## config.mk

```make
export PLATFORM = sky130hd
export DESIGN_NAME = icache_direct_flat
export DESIGN_NICKNAME = d
export VERILOG_FILES = /design/src/rtl/icache_direct_pkg.sv /design/src/rtl/icache_direct_if.sv /design/src/rtl/icache_direct_array.sv /design/src/rtl/icache_direct.sv /design/src/flat_wrapper.sv
export SDC_FILE = /design/constraint.sdc
export NUM_CORES = 2
export LEC_CHECK = 0
export ABC_CLOCK_PERIOD_IN_PS = 5600
export BUFFER_PORTS_ARGS = -buffer_cell sky130_fd_sc_hd__clkbuf_2
export CAP_MARGIN = 25
export CORE_MARGIN = 5
export CORE_UTILIZATION = 40
export CTS_BUF_LIST = sky130_fd_sc_hd__clkbuf_4
export DETAILED_ROUTE_END_ITERATION = 8
export PLACE_DENSITY = 0.56
export SETUP_SLACK_MARGIN = 0.4
export SLEW_MARGIN = 25
export SYNTH_ARGS = -nofsm -noshare
export SYNTH_HDL_FRONTEND = slang
export SYNTH_SLANG_ARGS = --single-unit
```

## constraint.sdc

```tcl
create_clock -name clock -period 5.6 [get_ports clock]
set_input_delay 0.56 -clock clock [delete_from_list [all_inputs] [get_ports clock]]
set_output_delay 0.56 -clock clock [all_outputs]
set_load 0.01 [all_outputs]
```

## src/rtl/icache_direct_pkg.sv

```systemverilog
// ============================================================================
// icache_direct_pkg : shared geometry defaults and FSM state encoding
// Revision 1.0 - initial release
// ============================================================================
`default_nettype none

package icache_direct_pkg;

    localparam int ICACHE_INDEX_WIDTH = 6;
    localparam int ICACHE_ADDR_WIDTH  = 18;
    localparam int ICACHE_WORD_WIDTH  = 32;

    typedef enum logic [1:0] {
        IDLE = 2'd0,
        REQ  = 2'd1,
        WAIT = 2'd2
    } state_e;

endpackage

`default_nettype wire

```

## src/rtl/icache_direct_if.sv

```systemverilog
// ============================================================================
// icache_direct_if : fetch-side and RAM-side handshake bundle of the I-cache
// Revision 1.0 - initial release
// ============================================================================
`default_nettype none

interface icache_direct_if;

    logic        invalidate;
    logic        if_read;
    logic [31:0] if_addr_i;
    logic        if_ready;
    logic [31:0] if_addr_o;
    logic [31:0] if_inst;
    logic        ram_busy;
    logic        ram_read;
    logic [31:0] ram_addr_o;
    logic        ram_ready;
    logic [31:0] ram_addr_i;
    logic [31:0] ram_data_i;

    // slave is the cache itself; master is whatever drives fetches and RAM replies
    modport slave (
        input  invalidate, if_read, if_addr_i, ram_busy, ram_ready, ram_addr_i, ram_data_i,
        output if_ready, if_addr_o, if_inst, ram_read, ram_addr_o
    );

    modport master (
        output invalidate, if_read, if_addr_i, ram_busy, ram_ready, ram_addr_i, ram_data_i,
        input  if_ready, if_addr_o, if_inst, ram_read, ram_addr_o
    );

endinterface

`default_nettype wire

```

## src/rtl/icache_direct_array.sv

```systemverilog
// ============================================================================
// icache_direct_array : tag/data/valid storage, async read, one write port
// Revision 1.0 - initial release
// ============================================================================
`default_nettype none

module icache_direct_array #(
    parameter int INDEX_WIDTH = 6,
    parameter int TAG_WIDTH   = 10
) (
    input  wire logic                   clock,
    input  wire logic                   reset,
    input  wire logic [INDEX_WIDTH-1:0] rd_index,
    input  wire logic [TAG_WIDTH-1:0]   rd_tag,
    output logic                        rd_hit,
    output logic [31:0]                 rd_data,
    input  wire logic                   wr_en,
    input  wire logic [INDEX_WIDTH-1:0] wr_index,
    input  wire logic [TAG_WIDTH-1:0]   wr_tag,
    input  wire logic [31:0]            wr_data,
    input  wire logic                   inv_all
);

    localparam int LINES = 1 << INDEX_WIDTH;

    logic [31:0]          data_q [LINES];
    logic [TAG_WIDTH-1:0] tag_q  [LINES];
    logic [LINES-1:0]     valid_q;
    logic [LINES-1:0]     valid_d;

    // invalidate-all beats a coincident fill so the filled line stays invalid
    always_comb begin
        valid_d = valid_q;
        if (wr_en) begin
            valid_d[wr_index] = 1'b1;
        end
        if (inv_all) begin
            valid_d = '0;
        end
    end

    always_ff @(posedge clock or negedge reset) begin
        if (!reset) begin
            valid_q <= '0;
        end else begin
            valid_q <= valid_d;
        end
    end

    always_ff @(posedge clock) begin
        if (wr_en) begin
            data_q[wr_index] <= wr_data;
            tag_q[wr_index]  <= wr_tag;
        end
    end

    assign rd_hit  = valid_q[rd_index] && (tag_q[rd_index] == rd_tag);
    assign rd_data = data_q[rd_index];

endmodule

`default_nettype wire

```

## src/rtl/icache_direct.sv

```systemverilog
// ============================================================================
// icache_direct : direct-mapped one-word-line instruction cache + miss FSM
// Optional ICACHE_STAT_EN adds hit_count / miss_count outputs.
// Revision 1.0 - initial release
// ============================================================================
`default_nettype none

module icache_direct
    import icache_direct_pkg::*;
#(
    parameter int INDEX_WIDTH = ICACHE_INDEX_WIDTH,
    parameter int ADDR_WIDTH  = ICACHE_ADDR_WIDTH
) (
    input  wire logic      clock,
    input  wire logic      reset,
    icache_direct_if.slave bus
`ifdef ICACHE_STAT_EN
    ,
    output logic [31:0]    hit_count,
    output logic [31:0]    miss_count
`endif
);

    localparam int TAG_WIDTH = ADDR_WIDTH - INDEX_WIDTH - 2;

    state_e      state_q,      state_d;
    logic [31:0] miss_addr_q,  miss_addr_d;
    logic [31:0] last_addr_q,  last_addr_d;
    logic        served_q,     served_d;
    logic        if_ready_q,   if_ready_d;
    logic [31:0] if_addr_o_q,  if_addr_o_d;
    logic [31:0] if_inst_q,    if_inst_d;
    logic        ram_read_q,   ram_read_d;
    logic [31:0] ram_addr_o_q, ram_addr_o_d;

    logic        rd_hit;
    logic [31:0] rd_data;
    logic        fill_match;
    logic        req_new;
    logic        idle_hit;
    logic        idle_miss;

    icache_direct_array #(
        .INDEX_WIDTH (INDEX_WIDTH),
        .TAG_WIDTH   (TAG_WIDTH)
    ) u_array (
        .clock    (clock),
        .reset    (reset),
        .rd_index (bus.if_addr_i[INDEX_WIDTH+1:2]),
        .rd_tag   (bus.if_addr_i[ADDR_WIDTH-1:INDEX_WIDTH+2]),
        .rd_hit   (rd_hit),
        .rd_data  (rd_data),
        .wr_en    (fill_match),
        .wr_index (miss_addr_q[INDEX_WIDTH+1:2]),
        .wr_tag   (miss_addr_q[ADDR_WIDTH-1:INDEX_WIDTH+2]),
        .wr_data  (bus.ram_data_i),
        .inv_all  (bus.invalidate)
    );

    // A PC already answered is not served again until if_read drops or the PC moves
    assign req_new    = bus.if_read && !(served_q && (bus.if_addr_i == last_addr_q));
    assign idle_hit   = (state_q == IDLE) && req_new && rd_hit;
    assign idle_miss  = (state_q == IDLE) && req_new && !rd_hit;
    assign fill_match = (state_q == WAIT) && bus.ram_ready && (bus.ram_addr_i == miss_addr_q);

    always_comb begin
        state_d      = state_q;
        miss_addr_d  = miss_addr_q;
        last_addr_d  = last_addr_q;
        served_d     = served_q && bus.if_read;
        if_ready_d   = 1'b0;
        if_addr_o_d  = if_addr_o_q;
        if_inst_d    = if_inst_q;
        ram_read_d   = 1'b0;
        ram_addr_o_d = ram_addr_o_q;
        case (state_q)
            IDLE: begin
                if (idle_hit) begin
                    if_ready_d  = 1'b1;
                    if_addr_o_d = bus.if_addr_i;
                    if_inst_d   = rd_data;
                    served_d    = 1'b1;
                    last_addr_d = bus.if_addr_i;
                end else if (idle_miss) begin
                    miss_addr_d = bus.if_addr_i;
                    state_d     = REQ;
                end
            end
            REQ: begin
                if (!bus.if_read) begin
                    state_d = IDLE;
                end else if (!bus.ram_busy) begin
                    ram_read_d   = 1'b1;
                    ram_addr_o_d = miss_addr_q;
                    state_d      = WAIT;
                end
            end
            WAIT: begin
                // fill always completes; a stale PC is dropped by stage_if's address compare
                if (fill_match) begin
                    if_ready_d  = 1'b1;
                    if_addr_o_d = miss_addr_q;
                    if_inst_d   = bus.ram_data_i;
                    served_d    = bus.if_read;
                    last_addr_d = miss_addr_q;
                    state_d     = IDLE;
                end
            end
            default: state_d = IDLE;
        endcase
    end

    always_ff @(posedge clock or negedge reset) begin
        if (!reset) begin
            state_q      <= IDLE;
            miss_addr_q  <= '0;
            last_addr_q  <= '0;
            served_q     <= 1'b0;
            if_ready_q   <= 1'b0;
            if_addr_o_q  <= '0;
            if_inst_q    <= '0;
            ram_read_q   <= 1'b0;
            ram_addr_o_q <= '0;
        end else begin
            state_q      <= state_d;
            miss_addr_q  <= miss_addr_d;
            last_addr_q  <= last_addr_d;
            served_q     <= served_d;
            if_ready_q   <= if_ready_d;
            if_addr_o_q  <= if_addr_o_d;
            if_inst_q    <= if_inst_d;
            ram_read_q   <= ram_read_d;
            ram_addr_o_q <= ram_addr_o_d;
        end
    end

    assign bus.if_ready   = if_ready_q;
    assign bus.if_addr_o  = if_addr_o_q;
    assign bus.if_inst    = if_inst_q;
    assign bus.ram_read   = ram_read_q;
    assign bus.ram_addr_o = ram_addr_o_q;

`ifdef ICACHE_STAT_EN
    logic [31:0] hit_count_q,  hit_count_d;
    logic [31:0] miss_count_q, miss_count_d;

    always_comb begin
        hit_count_d  = hit_count_q  + {31'd0, idle_hit};
        miss_count_d = miss_count_q + {31'd0, idle_miss};
    end

    always_ff @(posedge clock or negedge reset) begin
        if (!reset) begin
            hit_count_q  <= '0;
            miss_count_q <= '0;
        end else begin
            hit_count_q  <= hit_count_d;
            miss_count_q <= miss_count_d;
        end
    end

    assign hit_count  = hit_count_q;
    assign miss_count = miss_count_q;
`endif

endmodule

`default_nettype wire

```

## src/flat_wrapper.sv

```systemverilog
// flat-port wrapper written by rule: the top's interface ports become plain ports
module icache_direct_flat import icache_direct_pkg::*;
#(
    parameter int INDEX_WIDTH = ICACHE_INDEX_WIDTH,
    parameter int ADDR_WIDTH  = ICACHE_ADDR_WIDTH
)
  (clock, reset, bus_invalidate, bus_if_read, bus_if_addr_i, bus_ram_busy, bus_ram_ready, bus_ram_addr_i, bus_ram_data_i, bus_if_ready, bus_if_addr_o, bus_if_inst, bus_ram_read, bus_ram_addr_o);
  icache_direct_if bus_i ();
  input  wire logic clock;
  input  wire logic reset;
  input wire logic [$bits(bus_i.invalidate)-1:0] bus_invalidate;
  input wire logic [$bits(bus_i.if_read)-1:0] bus_if_read;
  input wire logic [$bits(bus_i.if_addr_i)-1:0] bus_if_addr_i;
  input wire logic [$bits(bus_i.ram_busy)-1:0] bus_ram_busy;
  input wire logic [$bits(bus_i.ram_ready)-1:0] bus_ram_ready;
  input wire logic [$bits(bus_i.ram_addr_i)-1:0] bus_ram_addr_i;
  input wire logic [$bits(bus_i.ram_data_i)-1:0] bus_ram_data_i;
  output wire logic [$bits(bus_i.if_ready)-1:0] bus_if_ready;
  output wire logic [$bits(bus_i.if_addr_o)-1:0] bus_if_addr_o;
  output wire logic [$bits(bus_i.if_inst)-1:0] bus_if_inst;
  output wire logic [$bits(bus_i.ram_read)-1:0] bus_ram_read;
  output wire logic [$bits(bus_i.ram_addr_o)-1:0] bus_ram_addr_o;
  assign bus_i.invalidate = bus_invalidate;
  assign bus_i.if_read = bus_if_read;
  assign bus_i.if_addr_i = bus_if_addr_i;
  assign bus_i.ram_busy = bus_ram_busy;
  assign bus_i.ram_ready = bus_ram_ready;
  assign bus_i.ram_addr_i = bus_ram_addr_i;
  assign bus_i.ram_data_i = bus_ram_data_i;
  assign bus_if_ready = bus_i.if_ready;
  assign bus_if_addr_o = bus_i.if_addr_o;
  assign bus_if_inst = bus_i.if_inst;
  assign bus_ram_read = bus_i.ram_read;
  assign bus_ram_addr_o = bus_i.ram_addr_o;
  icache_direct #(.INDEX_WIDTH(INDEX_WIDTH), .ADDR_WIDTH(ADDR_WIDTH)) u_core (.clock(clock), .reset(reset), .bus(bus_i));
endmodule
```

==> reports/metrics.csv <==
metric;value;unit
Die X-Extent;539;um
chip height;539;um
Root Buffer;clkbuf_4;
insertion delay to the later sink of the worst-skew pair;1380;ps
commonest non-fill, non-tap cell in the layout;edfxtp_1;
post-synthesis sequential area ratio;76.4;%
Synth top area share;72.0;%
final hold vios;0;
largest net degree at the start of global routing;145;
DR vias;58700;
Initial Util;40.1;%
ys flop type;edfxtp_1;
total area of sequential cells;85700;sq um
Syn Area/Cell;22.2;sq um
FF-to-FF Start;u_core.state_q[1];
final worst slack;888;ps
row cnt;194;
DRC viols;0;
unrepaired setup endpoints after global routing;false;
GRT Util Overall;22.1;%
setup TNS;0;ps
Via density;5.69;
placed cell area;119000;sq um
DRT Pass-1 Iters;5;
final-report max-slew violation count;0;
Static Leak;0.0433;uW
Worst Clk Skew;98.7;ps
cells after synthesis;5045;
IO Count;200;
Area growth syn-to-layout;15.9;%
Async SR Flop Fraction;6.83;%
core area;279000;sq um
DP Worst Slack;711;ps
CP startpoint;u_core.state_q[1];
final setup fails;0;
synth top area cells;edfxtp_1, mux4_2, dfrtp_1, mux2i_1, mux2_2;
Syn Std Cell Area;112000;sq um
antenna violations before repair;15;
Clock Path Buffers;4;
CP Launch Type;register;
fin crit period;4710;ps
H-tree lvl count;6;
share of cells above drive strength 1;39.1;%
power density over cell area;361;nW/um^2
Slew @ Worst Pin;1110;ps
yosys warns;0;
cell accounting for the most synthesized area;edfxtp_1;
f_max;0.212;GHz
Post-synth EDFFs;2688;
# port buffers;199;
final instance area;130000;sq um
CP max FO;14;
Worst Path Required;6570;ps
Sink Count;2885;
nets@finish;6155;
antenna-violating nets left;0;
Tcrit/Tclk final;84.1;%
total wire length;327000;um
die area;291000;sq um
HP Class;input pin to register;
total CTS buffers;734;
count of cell types in the netlist;63;
worst hold start;bus_ram_busy;
CTS tree;done;
CP Capture Type;register;
slew margin rel.;25.4;%
Mapped Nets;5147;
routed len/inst;31.7;um
HPWL Detailed;178000;um
vias in the first global route;60400;
Worst-path clk slew;60;ps
CP Class;register to register;
most frequent cells in the layout;edfxtp_1, clkbuf_4, mux4_2, buf_4, mux2i_1;
status;finished clean;
VDD IR max;0.297;mV
Fillers;23800;
total of max-cap violations;0;
critical path data arrival time;5680;ps
Multi-input gate area;25500;sq um
gp weighted congestion;0.800;
initial drt markers;6969;
number of synthesized register bits;2885;
GR Overflow Total;0;
global-route wire length before repair;459000;um
[what timing repair did]
item                       CTS  global route
buffers inserted             0             0
hold buffers                98             3
hold endpoints to repair  2107           192
gates resized for setup      0             0
[cell families after synthesis]
family,count (synthesis),synth area share (%)
AOI/OAI and AO/OA,251,1.56
xor gates and xnor gates,71,0.555
buffers and inverters,291,1.29
DFF,2885,76.4
muxes,1112,18.4
and+or+nand+nor,435,1.76
[power by group]
group          internal [uW]  total [uW]  switching [uW]
registers              24500       24800             240
logic                   1430        4240            2810
clock network           9330       17900            8590
[critical path, stage by stage (launching register included)]
cell,delay (ps)
dfrtp_1,430
nor2b_4,220
nand3_1,90
dlygate4sd3_1,560
nor4_1,260
dlygate4sd3_1,600
nand4b_1,120
buf_4,210
or2_2,330
or3_1,660
nor2_4,590
buf_12,270
[cell type report]
class,instances,share of cell area (%)
flip-flops and latches,2885,66.0
inverters,5,0.0202
repair buffers,558,3.63
multi-input cells,1869,19.6
diodes,12,0.0231
clock buffers,1084,6.27
well taps,3724,3.59
clock inverters,191,0.904
[path summary, 6_finish.rpt]
check                                         endpoint  slack [ps]  depth (start not counted)
max                        u_core.u_array.tag_q[35][3]         890                         11
min                                  u_core.state_q[1]         180                          4
max reg2reg                u_core.u_array.tag_q[35][3]         890                         11
min reg2reg                     u_core.bus.if_inst[24]         490                          1
max in group asynchronous       u_core.bus.if_inst[11]        4240                          5
min in group asynchronous   u_core.u_array.valid_q[25]         400                          4
[registers in the layout, indices dropped and copies added, names as in the netlist]
name	flops
u_core.bus.ram_read	1
u_core.state_q	2
u_core.bus.ram_addr_o	32
u_core.u_array.tag_q	640
u_core.last_addr_q	32
u_core.u_array.valid_q	64
u_core.bus.if_ready	1
u_core.served_q	1
u_core.u_array.data_q	2048
u_core.bus.if_inst	32
u_core.miss_addr_q	32
[layer usage]
layer / vias up / global-route usage (%) / routed length, um
met5: - / 0 / 13
met4: 2 / 6.02 / 7610
met3: 491 / 4.69 / 26400
met2: 2936 / 34.1 / 154000
met1: 31600 / 32.0 / 140000
li1: 23700 / - / -
[through the flow]
stage	util [%]	hold slack (ps)	cells	power (uW)
finish	46.5	183	10300	46900
global route	46.5	58.0	10300	48900
CTS	46.5	5.44	10300	47400
detailed placement	42.8	478	8938	29400
global placement	42.8	473	8938	29300
floorplan	-	264	5045	27500
[cells in the mapped netlist (4+ instances only)]
cell type  instances
nor3_1            12
o21ba_2            6
xnor2_1           24
or3b_2             5
nor3b_1            4
or3_1             10
buf_1             31
a22oi_1           58
buf_6             24
a2111oi_0          8
clkbuf_1         137
nand4_1           10
buf_2             74
dfrtp_1          197
nand3b_1           7
inv_1              4
nand2_1          124
mux2_1            43
mux2i_1          206
mux2_2           119
o21ai_0           14
nor2b_1           12
and3b_1            4
a211oi_1          15
a22o_1             5
nand2b_1          13
nand3_1           25
buf_4             19
mux4_2           738
a221oi_1           6
and3_1             5
o22ai_1           40
nor2_1           177
a31oi_1           42
mux2_4             6
xor2_1            47
nor4_1            15
a21oi_1           36
edfxtp_1        2688
(Power assumes the default switching activity.)
